--- config.mk ---
export PLATFORM = sky130hd
export DESIGN_NAME = rd_adv
export DESIGN_NICKNAME = d
export VERILOG_FILES = /design/src/rtl/rd_adv.sv
export SDC_FILE = /design/constraint.sdc
export NUM_CORES = 1
export LEC_CHECK = 0
export ABC_AREA = 1
export CELL_PAD_IN_SITES_DETAIL_PLACEMENT = 0
export CELL_PAD_IN_SITES_GLOBAL_PLACEMENT = 1
export CORE_ASPECT_RATIO = 1.4
export CORE_UTILIZATION = 44
export DETAILED_ROUTE_END_ITERATION = 8
export GPL_ROUTABILITY_DRIVEN = 0
export PLACE_DENSITY_LB_ADDON = 0.1
export SLEW_MARGIN = 20
export SYNTH_ARGS = -nofsm -noshare
export SYNTH_HDL_FRONTEND = slang
export SYNTH_SLANG_ARGS = --single-unit
--- constraint.sdc ---
create_clock -name clk -period 2.3 [get_ports clk]
set_input_delay 0.345 -clock clk [delete_from_list [all_inputs] [get_ports clk]]
set_output_delay 0.345 -clock clk [all_outputs]
set_load 0.05 [all_outputs]
--- src/rtl/rd_adv.sv ---
// Receive-side data advance: deserialises DAT0 or DAT3:0 samples into bytes,
// optionally hunting for the block start bit first, and acks each byte.
module rd_adv #(
   parameter int HUNT_W = 10
) (
   input  logic       clk,
   input  logic       rst,
   input  logic       data_width,
   input  logic       hunt_start,
   input  logic       bus_req,
   output logic [7:0] bus_dat_o,
   output logic       bus_ack,
   output logic       rd_timeout,
   input  logic [3:0] dat_rd,
   output logic       clk_tick,
   input  logic       clk_done,
   input  logic       clk_ack
);

   typedef enum logic [1:0] {
      IDLE  = 2'd0,
      HUNT  = 2'd1,
      SHIFT = 2'd2,
      HOLD  = 2'd3
   } state_t;

   state_t            state_q, state_d;
   logic              dw_q, dw_d;
   logic [7:0]        sr_q, sr_d;
   logic [2:0]        bit_cnt_q, bit_cnt_d;
   logic [HUNT_W-1:0] hunt_cnt_q, hunt_cnt_d;
   logic [7:0]        bus_dat_q, bus_dat_d;
   logic              bus_ack_q, bus_ack_d;
   logic              rd_timeout_q, rd_timeout_d;

   logic              start_seen;
   logic              last_sample;
   logic [7:0]        sr_shift;

   always_comb begin
      start_seen  = dw_q ? (dat_rd == 4'h0) : ~dat_rd[0];
      sr_shift    = dw_q ? {sr_q[3:0], dat_rd} : {sr_q[6:0], dat_rd[0]};
      last_sample = dw_q ? (bit_cnt_q == 3'd1) : (bit_cnt_q == 3'd7);
   end

   always_comb begin
      state_d      = state_q;
      dw_d         = dw_q;
      sr_d         = sr_q;
      bit_cnt_d    = bit_cnt_q;
      hunt_cnt_d   = hunt_cnt_q;
      bus_dat_d    = bus_dat_q;
      bus_ack_d    = 1'b0;
      rd_timeout_d = rd_timeout_q;
      clk_tick     = 1'b0;

      case (state_q)
         IDLE: begin
            // Ask for the first edge in the request cycle itself; any clk_ack
            // seen now belongs to nobody and is dropped.
            clk_tick = bus_req;
            if (bus_req) begin
               dw_d         = data_width;
               sr_d         = 8'h00;
               bit_cnt_d    = 3'd0;
               hunt_cnt_d   = '0;
               rd_timeout_d = 1'b0;
               state_d      = hunt_start ? HUNT : SHIFT;
            end
         end
         HUNT: begin
            clk_tick = 1'b1;
            if (clk_ack) begin
               if (start_seen) begin
                  state_d = SHIFT;
               end else if (hunt_cnt_q == {HUNT_W{1'b1}}) begin
                  rd_timeout_d = 1'b1;
                  state_d      = HOLD;
               end else begin
                  hunt_cnt_d = hunt_cnt_q + 1'b1;
               end
            end
         end
         SHIFT: begin
            clk_tick = 1'b1;
            if (clk_ack) begin
               sr_d = sr_shift;
               if (last_sample) begin
                  bus_dat_d = sr_shift;
                  state_d   = HOLD;
               end else begin
                  bit_cnt_d = bit_cnt_q + 3'd1;
               end
            end
         end
         HOLD: begin
            // Stop requesting edges and let any in-flight edge drain first.
            if (clk_done) begin
               bus_ack_d = 1'b1;
               state_d   = IDLE;
            end
         end
         default: state_d = IDLE;
      endcase
   end

   always_ff @(posedge clk or posedge rst) begin
      if (rst) begin
         state_q      <= IDLE;
         dw_q         <= 1'b0;
         sr_q         <= 8'h00;
         bit_cnt_q    <= 3'd0;
         hunt_cnt_q   <= '0;
         bus_dat_q    <= 8'h00;
         bus_ack_q    <= 1'b0;
         rd_timeout_q <= 1'b0;
      end else begin
         state_q      <= state_d;
         dw_q         <= dw_d;
         sr_q         <= sr_d;
         bit_cnt_q    <= bit_cnt_d;
         hunt_cnt_q   <= hunt_cnt_d;
         bus_dat_q    <= bus_dat_d;
         bus_ack_q    <= bus_ack_d;
         rd_timeout_q <= rd_timeout_d;
      end
   end

   assign bus_dat_o  = bus_dat_q;
   assign bus_ack    = bus_ack_q;
   assign rd_timeout = rd_timeout_q;

endmodule

==> run metrics <==
Lkg Pwr=between 1 and 1.5 nW; TritonCTS Buffers=5; Core Rows=27; min Tclk post-route=1.93 ns; die area=between 4000 and 5000 sq um; hold buffers post-CTS=0; fraction of layout cells with a size suffix above 1=0.105; total gr overflow=0; setup_tns=0 ns; multi-input combinational cell area=~870 sq um; DP Wirelength=2600 microns; Yosys reg bits=33; TritonCTS clock tree=built; worst path cell trace=inv_1 -> ha_1 -> nand2_1 -> a21oi_1 -> buf_12; Setup Viol. Count Final=0; met3 Track Usage GR=0.0389; crit-path max FO=5; Fmax achieved=519 MHz; Clock Sinks=33; maximum clock path buffer count=2; CTS resizes=0; wire length per cell=11.8 microns; Routed Antenna Nets=0; worst min path class=in -> async; Starting Density=0.469; register area=around 830 sq um; Max-Slew Margin vs Limit=0.618; R2R Setup Slk=between 0.5 and 0.6 ns; # diodes=0; Worst path slowest cell=dfrtp_1; port bufs=21; critical path required time=between 1.5 and 2 ns; Remaining DRCs=4; Slew @ Worst Pin=between 0.5 and 0.6 ns; Worst Setup Start Kind=flip-flop; Ys Warns=0; Yosys cell types=28; Vias/cell=4.95; status=complete, but fails checks; Worst-Skew Late Latency=roughly 0.28 ns; Fin Hold WS=0.459 ns; GR Layer Usage met1=0.245; Clock transition at path regs=approximately 0.070 ns; Setup Buffers After CTS=0; met2 global-route usage=0.311; Crit Path Class=reg -> out; Die W=57.3 microns; Pwr Density=between 1000 and 1500 nW/um^2; Crit path max-delay family=flip-flops; Die Span Y=79.4 microns; sequential area share after synthesis=0.438; Max Cap Viol=0; CP bufs+invs=2; endpoints failing hold=0; initial antenna violation count=0; Filler cells=between 300 and 400; DR pass1 iterations=6; first-pass GRT wire length=roughly 6600 microns; root buf cell=clkbuf_8; largest net degree at the start of global routing=34; final wirelength=about 3600 microns; Max IR drop VDD=a little under 0.0009 V; global-route usage over all layers=0.191; RSZ-0062 raised after global routing=false; Top Ports=22; CP peak stage delay=0.43 ns; Critical Path Sink Type=output port; Synth Instances=~240; Area growth syn-to-layout=19.3%; Nets=284; failing checks=design-rule violations; syn nets=260; DRT iter0 DRCs=69; crit share post-route=0.837; skew final=0.00375 ns; vias in the first global route=1482; syn avg cell area=slightly below 8 sq um; H-tree Lvls=2; Arrival @ worst endpoint=about 1.6 ns; vias after detailed routing=approximately 1500; GRT busiest layer=met2; Synth Cell Area=1880 sq um; core area=about 4000 sq um; Final Max Tran Viols=0
[layer usage]
layer / up-vias / share of wire
met4: 0 / 0.018
li1: 813 / -
met5: - / 0
met2: 29 / 0.47
met3: 5 / 0.030
met1: 687 / 0.48
[cell type report]
class                           count  area share
Tap cell                           43      0.0239
Multi-Input combinational cell    164       0.387
Inverter                           39      0.0651
Clock buffer                        7      0.0384
Sequential cell                    33       0.367
Clock inverter                      1      0.0134
Timing Repair Buffer               23       0.105
[worst register-to-register path, stage by stage (launching register included)]
cell and delay, ns:
dfrtp_1 0.43, inv_1 0.09, ha_1 0.22, inv_1 0.15, o21ai_1 0.14, nor2_2 0.34, o21ai_2 0.16, nand2_1 0.08
o21ai_0 0.07
[power by group]
group          total [mW]  switching (mW)  leakage [nW]  internal [mW]
clock network       0.564           0.211        0.0585          0.353
registers           0.903           0.145         0.430          0.758
logic                1.41           0.932         0.630          0.478
total                2.88            1.29          1.12           1.59
[through the flow]
step / utilization / worst slack (ns) / std cells / area (sq um) / power [mW]
floorplan: - / 0.403 / 242 / 1880 / 1.92
global placement: 0.530 / 0.429 / 302 / 2130 / 2.33
detailed placement: 0.530 / 0.416 / 302 / 2130 / 2.33
CTS: 0.559 / 0.347 / 310 / 2250 / 2.91
global route: 0.559 / 0.261 / 310 / 2250 / 3.12
finish: 0.559 / 0.375 / 310 / 2250 / 2.88
[synth_stat cells]
master | instances | area [sq um]
or2_2 | 2 | 12.5
nand2_2 | 3 | 18.8
buf_6 | 2 | 22.5
a21oi_1 | 5 | 25.0
a21boi_0 | 1 | 7.51
nor3_4 | 1 | 16.3
nand3_4 | 1 | 17.5
xnor2_1 | 2 | 17.5
o21ai_2 | 3 | 26.3
inv_1 | 38 | 143
nor2_1 | 6 | 22.5
clkbuf_1 | 1 | 3.75
xor2_1 | 2 | 17.5
o21ai_1 | 3 | 15.0
buf_1 | 1 | 3.75
buf_4 | 1 | 7.51
inv_2 | 1 | 3.75
nand3_1 | 18 | 90.1
nor2_4 | 2 | 22.5
nand2_1 | 66 | 248
ha_1 | 7 | 87.6
nor2_2 | 3 | 18.8
nand4_1 | 2 | 12.5
dfrtp_1 | 33 | 826
a31o_2 | 1 | 8.76
clkbuf_2 | 1 | 5.00
o21ai_0 | 35 | 175
nand3_2 | 1 | 10.0
[kinds of logic after synthesis]
kind of cell,Yosys count,synth area share
flip-flops,33,0.438
AO/OA/AOI/OAI,48,0.137
adder cells (fa/ha/maj),7,0.0465
XOR/XNOR,4,0.0186
buffers and inverters,45,0.100
AND/OR/NAND/NOR,105,0.260
[cell usage in the layout (no fill, tap or decap), types with 3 or more instances in the layout]
cell type and n:
nor2_1 6, inv_1 38, ha_1 7, clkbuf_8 6
clkdlybuf4s50_1 20, nand3_1 18, nand2_1 66, o21ai_0 35
dfrtp_1 33, a21oi_1 5, o21ai_1 3, nor2_2 3
nand2_2 3, o21ai_2 3
[final timing paths]
path	start	end	depth (start not counted)
min in group clk	hunt_cnt_q[7]	hunt_cnt_q[7]	2
max in group asynchronous	rst	bus_dat_o[4]	3
hold / removal	rst	hunt_cnt_q[8]	3
hold reg to reg	hunt_cnt_q[7]	hunt_cnt_q[7]	2
setup reg to reg	state_q[0]	bit_cnt_q[2]	8
setup / recovery	state_q[0]	clk_tick	5
[state kept, by name, indices dropped and copies added (netlist names)]
signal      count
state_q         2
rd_timeout      1
bit_cnt_q       3
bus_ack         1
dw_q            1
sr_q            7
bus_dat_o       8
hunt_cnt_q     10
Power figures use the tool's default switching activity.
